### src/rtl/ram_cmd_arbiter.sv
// ram_cmd_arbiter
//   Arbitrates two command requesters onto a single RAM command port.
//   An address command (wr-addr / rd-addr) locks the RAM to its requester
//   until that requester sends the matching data phase, or until the owner
//   has been idle for LOCK_TIMEOUT cycles. A rd-data command waits for the
//   RAM's read data and routes it back to the requester that issued it.
//
// Ports
//   clk, rst_n             clock, synchronous active-low reset
//   req0_cmd / req1_cmd    command word: [9:8] opcode, [7:0] payload
//   req0_valid/req1_valid  command present
//   req0_ready/req1_ready  command accepted when valid && ready (combinational)
//   ram_din, ram_rx_valid  registered command and one-cycle strobe to the RAM
//   ram_dout, ram_tx_valid read data from the RAM and its qualifier
//   rsp0_* / rsp1_*        per-requester read data and one-cycle strobe
//   rsp_err                one-cycle strobe: expected read data was missing
//   lock_owner             00 none, 01 req0, 10 req1 (registered)
module ram_cmd_arbiter #(
    parameter int LOCK_TIMEOUT = 16
) (
    input  logic       clk,
    input  logic       rst_n,
    input  logic [9:0] req0_cmd,
    input  logic       req0_valid,
    output logic       req0_ready,
    input  logic [9:0] req1_cmd,
    input  logic       req1_valid,
    output logic       req1_ready,
    output logic [9:0] ram_din,
    output logic       ram_rx_valid,
    input  logic [7:0] ram_dout,
    input  logic       ram_tx_valid,
    output logic [7:0] rsp0_data,
    output logic       rsp0_valid,
    output logic [7:0] rsp1_data,
    output logic       rsp1_valid,
    output logic       rsp_err,
    output logic [1:0] lock_owner
);

    localparam int CMD_W  = 10;
    localparam int DATA_W = 8;

    localparam logic [1:0] OP_WR_ADDR = 2'b00;
    localparam logic [1:0] OP_WR_DATA = 2'b01;
    localparam logic [1:0] OP_RD_ADDR = 2'b10;
    localparam logic [1:0] OP_RD_DATA = 2'b11;

    // Last stall count before the lock is released.
    localparam logic [7:0] TMO_LAST = 8'(LOCK_TIMEOUT - 1);

    typedef enum logic [1:0] {
        IDLE     = 2'd0,
        LOCKED   = 2'd1,
        WAIT_RSP = 2'd2
    } state_t;

    state_t     state, state_nx;
    logic       owner, owner_nx;     // lock owner / pending reader: 0 req0, 1 req1
    logic       prio, prio_nx;       // requester that wins a tie in IDLE
    logic [7:0] tcnt, tcnt_nx;       // owner stall counter in LOCKED
    logic       wcnt, wcnt_nx;       // cycles spent in WAIT_RSP
    logic       grant;               // a command is accepted this cycle
    logic       gsel;                // which requester is accepted
    logic [1:0] op;                  // opcode of the accepted command
    logic       rsp_take;            // read data is sampled this cycle
    logic [1:0] lock_nx;

    logic [CMD_W-1:0] cmd_p1;
    logic             vld_p1;

    always_ff @(posedge clk) begin
        if (!rst_n) begin
            state <= IDLE;
            owner <= 1'b0;
            prio  <= 1'b0;
            tcnt  <= '0;
            wcnt  <= 1'b0;
        end else begin
            state <= state_nx;
            owner <= owner_nx;
            prio  <= prio_nx;
            tcnt  <= tcnt_nx;
            wcnt  <= wcnt_nx;
        end
    end

    always_comb begin
        state_nx   = state;
        owner_nx   = owner;
        prio_nx    = prio;
        tcnt_nx    = tcnt;
        wcnt_nx    = wcnt;
        grant      = 1'b0;
        gsel       = 1'b0;
        op         = OP_WR_ADDR;
        rsp_take   = 1'b0;
        req0_ready = 1'b0;
        req1_ready = 1'b0;
        case (state)
            IDLE: begin
                if (req0_valid && (!req1_valid || !prio)) begin
                    grant = 1'b1;
                    gsel  = 1'b0;
                end else if (req1_valid) begin
                    grant = 1'b1;
                    gsel  = 1'b1;
                end
                req0_ready = grant && !gsel;
                req1_ready = grant && gsel;
                if (grant) begin
                    op       = gsel ? req1_cmd[9:8] : req0_cmd[9:8];
                    prio_nx  = ~gsel;
                    owner_nx = gsel;
                    tcnt_nx  = '0;
                    wcnt_nx  = 1'b0;
                    case (op)
                        OP_WR_ADDR, OP_RD_ADDR: state_nx = LOCKED;
                        OP_RD_DATA:             state_nx = WAIT_RSP;
                        default:                state_nx = IDLE;
                    endcase
                end
            end
            LOCKED: begin
                // Owner is ready regardless of its valid; the other side waits.
                gsel       = owner;
                req0_ready = !owner;
                req1_ready = owner;
                grant      = owner ? req1_valid : req0_valid;
                if (grant) begin
                    op = owner ? req1_cmd[9:8] : req0_cmd[9:8];
                    case (op)
                        OP_WR_DATA: state_nx = IDLE;
                        OP_RD_DATA: begin
                            state_nx = WAIT_RSP;
                            wcnt_nx  = 1'b0;
                        end
                        default:    tcnt_nx = '0;
                    endcase
                end else if (tcnt == TMO_LAST) begin
                    state_nx = IDLE;
                    tcnt_nx  = '0;
                end else begin
                    tcnt_nx = tcnt + 8'd1;
                end
            end
            WAIT_RSP: begin
                // First cycle: command is on the RAM port. Second: RAM answers.
                if (wcnt) begin
                    rsp_take = 1'b1;
                    state_nx = IDLE;
                end else begin
                    wcnt_nx = 1'b1;
                end
            end
            default: state_nx = IDLE;
        endcase

        case (state_nx)
            LOCKED, WAIT_RSP: lock_nx = {owner_nx, ~owner_nx};
            default:          lock_nx = 2'b00;
        endcase
    end

    // ---- stage p1: command register towards the RAM, responses, lock status
    always_ff @(posedge clk) begin
        if (!rst_n) begin
            cmd_p1     <= '0;
            vld_p1     <= 1'b0;
            rsp0_data  <= '0;
            rsp1_data  <= '0;
            rsp0_valid <= 1'b0;
            rsp1_valid <= 1'b0;
            rsp_err    <= 1'b0;
            lock_owner <= 2'b00;
        end else begin
            vld_p1 <= grant;
            if (grant) begin
                cmd_p1 <= gsel ? req1_cmd : req0_cmd;
            end
            rsp0_valid <= rsp_take && ram_tx_valid && !owner;
            rsp1_valid <= rsp_take && ram_tx_valid && owner;
            rsp_err    <= rsp_take && !ram_tx_valid;
            if (rsp_take && ram_tx_valid && !owner) begin
                rsp0_data <= ram_dout[DATA_W-1:0];
            end
            if (rsp_take && ram_tx_valid && owner) begin
                rsp1_data <= ram_dout[DATA_W-1:0];
            end
            lock_owner <= lock_nx;
        end
    end

    assign ram_din      = cmd_p1;
    assign ram_rx_valid = vld_p1;

endmodule

### config.mk
export PLATFORM = sky130hd
export DESIGN_NAME = ram_cmd_arbiter
export DESIGN_NICKNAME = d
export VERILOG_FILES = /design/src/rtl/ram_cmd_arbiter.sv
export SDC_FILE = /design/constraint.sdc
export NUM_CORES = 1
export LEC_CHECK = 0
export BUFFER_PORTS_ARGS = -buffer_cell sky130_fd_sc_hd__buf_2
export CAP_MARGIN = 10
export CORE_ASPECT_RATIO = 1.1
export CORE_MARGIN = 3
export CORE_UTILIZATION = 25
export CTS_CLUSTER_DIAMETER = 60
export DETAILED_ROUTE_END_ITERATION = 12
export GPL_TIMING_DRIVEN = 0
export SLEW_MARGIN = 20
export SYNTH_ARGS = -nofsm -noshare
export SYNTH_HDL_FRONTEND = slang
export SYNTH_SLANG_ARGS = --single-unit
### constraint.sdc
create_clock -name clk -period 1.9 [get_ports clk]
set_input_delay 0.285 -clock clk [delete_from_list [all_inputs] [get_ports clk]]
set_output_delay 0.285 -clock clk [all_outputs]
set_load 0.03 [all_outputs]
# Word-level counts from Yosys, hierarchy flattened
# Cells that the tools add are included.
op_classes:
  add_sub_neg: 1
  eq_ne: 13
  n_mux: 33
  bitwise: 2
  n_reduce_logical: 24
op_table:
  columns: ["operator", "n"]
  rows:
  - ["8-bit two-way mux", 4]
  - ["8-bit case mux with 2 select lines", 1]
  - ["1-bit two-way mux", 13]
  - ["2-bit two-way mux", 6]
  - ["2-bit == test (second input constant)", 5]
  - ["10-bit two-way mux", 1]
  - ["8-bit by 1-bit adder with 8-bit output (second input constant)", 1]
  - ["8-bit by 4-bit == test with 1-bit output (second input constant)", 1]
  - ["1-bit case mux with 2 select lines", 4]
  - ["2-bit case mux with 2 select lines", 2]
  - ["1-bit logical AND", 7]
  - ["2-bit by 1-bit == test with 1-bit output (second input constant)", 3]
  - ["2-bit case mux with 3 select lines", 1]
  - ["2-bit OR reduction", 3]
  - ["1-bit logical NOT", 5]
  - ["2-bit logical NOT", 2]
  - ["2-bit != test (second input constant)", 2]
  - ["2-bit AND reduction", 2]
  - ["4-bit AND reduction", 1]
  - ["3-bit != test (second input constant)", 1]
  - ["1-bit case mux with 3 select lines", 1]
  - ["3-bit AND reduction", 1]
  - ["3-bit nonzero test", 1]
  - ["2-bit by 1-bit != test with 1-bit output (second input constant)", 1]
  - ["other kinds (3)", 4]
totals:
  register_bits: 45
  inputBits: 33
  out_inout_bits: 34

# Depth between registers and ports, before layout
logic_depth:
  ltp_word: 14
  depth_mapped: 7
  ltp_nobuf: 6

# Worst setup path before layout
# No wires, ideal clock.
synth_timing:
  path_kind: "input to output"
  from: "input req1_valid"
  to: "output req1_ready"
  arrival_time_ps: 1357
  setup_slack_ps: 258
  path_stages: 5
  n_path_buf: 2
  cell_sequence: "buf_2 > o21ai_1 > o21a_1 > buf_6 > nor2_1"
synth_between:
  elab_chain_cells: 7
synth_lines:
  columns: ["item", "line_no", "text"]
  rows:
  - ["from (decl)", "27", "input logic req1_valid,"]
  - ["1-bit logical NOT", "102", "if (req0_valid && (!req1_valid || !prio)) begin"]
  - ["1-bit logical OR", "102", null]
  - ["1-bit logical AND", "102", null]
  - ["1-bit two-way mux", "102", null]
  - ["1-bit two-way mux", "100", "case (state)"]
  - ["1-bit logical AND *", "110", "req1_ready = grant && gsel;"]
  - ["1-bit case mux with 2 select lines *", "100", null]
  - ["to (decl)", "28", "output logic req1_ready,"]
# Mark *: on every way between the ends. The rest lies on a longest branch, timed or not. The select of a mux whose other input is x is not followed.

# Worst setup path after layout
layout_timing:
  from: "register owner"
  to: "output req1_ready"
layout_between:
  elab_chain_cells: 1
layout_lines:
  columns: ["item", "line_no", "text"]
  rows:
  - ["from (decl)", "59", "logic owner, owner_nx;"]
  - ["from (signal assigned)", "81", "owner <= owner_nx;"]
  - ["1-bit case mux with 2 select lines", "100", null]
# Every way passes these cells.

==> summary.txt <==
STA
  – Clk_skew: 0.00691 ns
  – Final setup viols: 0
  – Slew margin rel.: 60.0%
  – Measured slew at the worst slew-check pin: 0.600 ns
  – RSZ-0062 raised after global routing: no
  – Worst Slack Setup Final: 0.0845 ns
  – FMAX: 0.551 GHz
  – TNS Setup: 0 ns
  – Final worst path period need: 1.82 ns
  – Fin. Hold Viols: 0
  – Tcrit/Tclk final: 95.6%
  – Slew Limit Fails: 0

Global route
  – Gr usage total: 10.5%
  – Met3 Track Usage GR: 3.93%
  – Maximum number of pins on one net before global-route repair: 16
  – Initial antenna violation count: 0
  – Met2 global-route usage: 17.7%
  – First-pass GRT wire length: 7620 microns
  – Global route overflow: 0
  – Vias in the first global route: 1626
  – Most Crowded Layer GR: met2
  – GR Layer Usage met1: 12.0%

Clocking
  – # hold bufs at CTS: 0
  – Post-CTS Setup Repair Bufs: 0
  – Cts bufs inserted: 5
  – Clk sinks: 45
  – CTS max path bufs: 2
  – H-tree levels: 2
  – Clk pin slew, worst setup/hold paths: 0.09 ns
  – TritonCTS clock tree: done
  – Clk Tree Root Cell: clkbuf_8
  – Worst-Skew Late Latency: 0.30 ns

Yosys
  – Post-synthesis cell area: 2000 sq um
  – Yosys warnings: 0
  – Count of different cell masters after synthesis: 40
  – Post-synth top area cell: dfxtp_1
  – Seq/Total Area, Yosys: 45.1%
  – Syn Area/Cell: 9.84 sq um
  – Mapped Cells: 203
  – Area share of the largest cell type after synthesis: 45.1%
  – Post-synthesis sequential element count: 45
  – Syn Nets: 237
  – Synth top area cells: dfxtp_1, mux2i_1, nor2_1

Routing
  – ANT nets after route: 0
  – Via Count: 1719
  – DRT Wirelength: 4680 microns
  – DRC viols: 0
  – Initial DRC count: 40
  – DRT Pass-1 Iters: 5
  – Routed vias/inst: 4.52
  – Wirelength per Cell: 12.3 microns

Layout
  – Antenna diodes: 0
  – Share of post-route cells with drive strength above 1: 33.5%
  – Area growth, synth to finish: 27.8%
  – Fin nets: 308
  – Multi-input gate area: 1030 sq um
  – Register Area: 901 sq um
  – Final instance count without filler cells: 380
  – Fill cell count: 820

Setup path
  – Setup CP Type: reg -> out
  – CP max-delay cell: dfxtp_1
  – CP startpoint kind: register
  – Cell Chain, Critical Path: buf_6 > nand2_1 > o21a_1 > buf_6 > nor2_1 > buf_2
  – Critical Path Most Common Cell: buf_6
  – Critical path endpoint category: output pin
  – Max incr delay on CP: 0.38 ns
  – Launch point of the worst reg-to-reg path: owner
  – Crit. Startpoint: owner
  – Arrival @ worst endpoint: 1.53 ns
  – CP max FO: 10
  – Crit path required time: 1.62 ns

Pwr
  – Post-layout power: 0.00214 W
  – VDD IR max: 0.000334 V
  – Pleak: 1.18 nW
  – Pwr dens: 837 nW/um^2

Floorplan
  – CORE AREA: 7600 sq um
  – Area of the die: 9100 sq um
  – Initial Util: 26.3%
  – Row cnt: 33
  – IO Pins: 67
  – Die width: 91.2 microns
  – Die span in y: 99.8 microns

Status
  – Status: complete, no violations

Placement
  – Dpl ws: 0.151 ns
  – Placed instance count: 372
  – Hpwl dp: 3530 microns
  – Port Buffers: 64
  – Placer's final routability congestion estimate: 0.729

Hold path
  – Hold Startpoint: ram_tx_valid
  – Hold crit path type: in -> reg

Flow run
  – Max-cap violation count: 0
==> logic make-up (layout without fill, tap and decap cells) <==
kind of cell | after synthesis | count (layout) | share of synthesized area [%]
AND/OR/NAND/NOR | 77 | 77 | 21.0
buffers and inverters | 13 | 85 | 3.76
multiplexers | 30 | 30 | 15.0
AO/OA/AOI/OAI | 31 | 31 | 11.8
XOR/XNOR | 6 | 6 | 2.63
adder cells (fa/ha/maj) | 1 | 1 | 0.626
flip-flops | 45 | 45 | 45.1
==> cell usage after synthesis (all sizes together) <==
master and number:
a32oi 1, a222oi 1, or4 1, nand3b 3, dfxtp 45, xor2 1, o21a 1, nand3 8
o2bb2ai 10, inv 4, clkbuf 3, and2 2, a211oi 1, o21ai 5, nor3b 2, nor2 36
a21oi 9, or2 1, nand2b 1, a31oi 2, a221o 1, nand4 3, ha 1, xnor2 5
nor3 5, mux2i 30, and2b 1, nor2b 2, nand2 12, buf 6
==> per-layer routing <==
layer | wire (microns) | vias up
met2 | 2240 | 50
met1 | 2030 | 810
met4 | 80 | 0
li1 | - | 854
met3 | 334 | 5
met5 | 0 | -
==> state kept, by name (all words and copies together), names as in the netlist <==
register      cells
owner             1
ram_rx_valid      1
wcnt              1
tcnt              8
rsp1_valid        1
state             2
prio              1
ram_din          10
rsp0_valid        1
lock_owner        2
rsp1_data         8
rsp0_data         8
rsp_err           1
==> power by group <==
group	switching [W]	total (W)	internal [W]	leakage [nW]
sequential	0.0000364	0.00103	0.000996	0.366
clock	0.000344	0.000646	0.000302	0.0518
combinational	0.000290	0.000459	0.000170	0.759
==> per-stage QoR <==
stage | hold WS, ns | utilization [%] | cell area, sq um
6_report | 0.194 | 33.6 | 2550
5_1_grt | 0.174 | 33.6 | 2550
4_1_cts | 0.182 | 33.6 | 2550
3_5_place_dp | 0.442 | 32.2 | 2450
3_3_place_gp | 0.443 | 32.2 | 2450
2_1_floorplan | 0.362 | - | 2000
==> worst max-delay path: cells and delay by family (launching register included) <==
kind                   cells  cell delay, ns
buffers and inverters      3            0.54
AND/OR/NAND/NOR            2            0.16
flip-flops                 1            0.38
AO/OA/AOI/OAI              1            0.14
==> path summary, 6_finish.rpt <==
| check | to | slack, ns | cells past startpoint |
|---|---|---|---|
| max | req1_ready | 0.08 | 6 |
| min | rsp_err | 0.19 | 2 |
| max reg2reg | lock_owner[0] | 0.11 | 4 |
| min reg2reg | ram_din[5] | 0.47 | 1 |
==> placed cells by master (no fill, tap or decap), types with 2 or more instances in the layout <==
master,synthesis,layout
nor2_1,33,33
o21ai_0,3,3
xnor2_1,5,5
o2bb2ai_1,10,10
a31oi_1,2,2
clkbuf_8,0,6
nand4_1,3,3
nor2_2,2,2
inv_1,3,3
nor3_1,4,4
nand3_2,2,2
clkbuf_1,3,3
nand3b_1,2,2
dfxtp_1,45,45
buf_2,3,67
o21ai_2,1,2
and2_1,2,2
nand3_1,6,6
a21oi_1,9,9
nor3b_2,2,2
mux2i_1,30,30
nand2_1,12,12
buf_6,3,3
==> repair_timing <==
action	4_1_cts	5_1_grt
resized for setup	0	1
setup endpoints to repair	0	1
endpoints found under the hold margin	0	0
==> cell type report <==
cell class	instances	area share, %
flip-flops and latches	45	35.3
clock inverters	2	0.686
plain buffers	9	2.35
clock buffers	6	3.23
multi-input cells	145	40.2
repair buffers	64	12.5
well taps	105	5.14
inverters	4	0.588
Power figures use the tool's default switching activity.
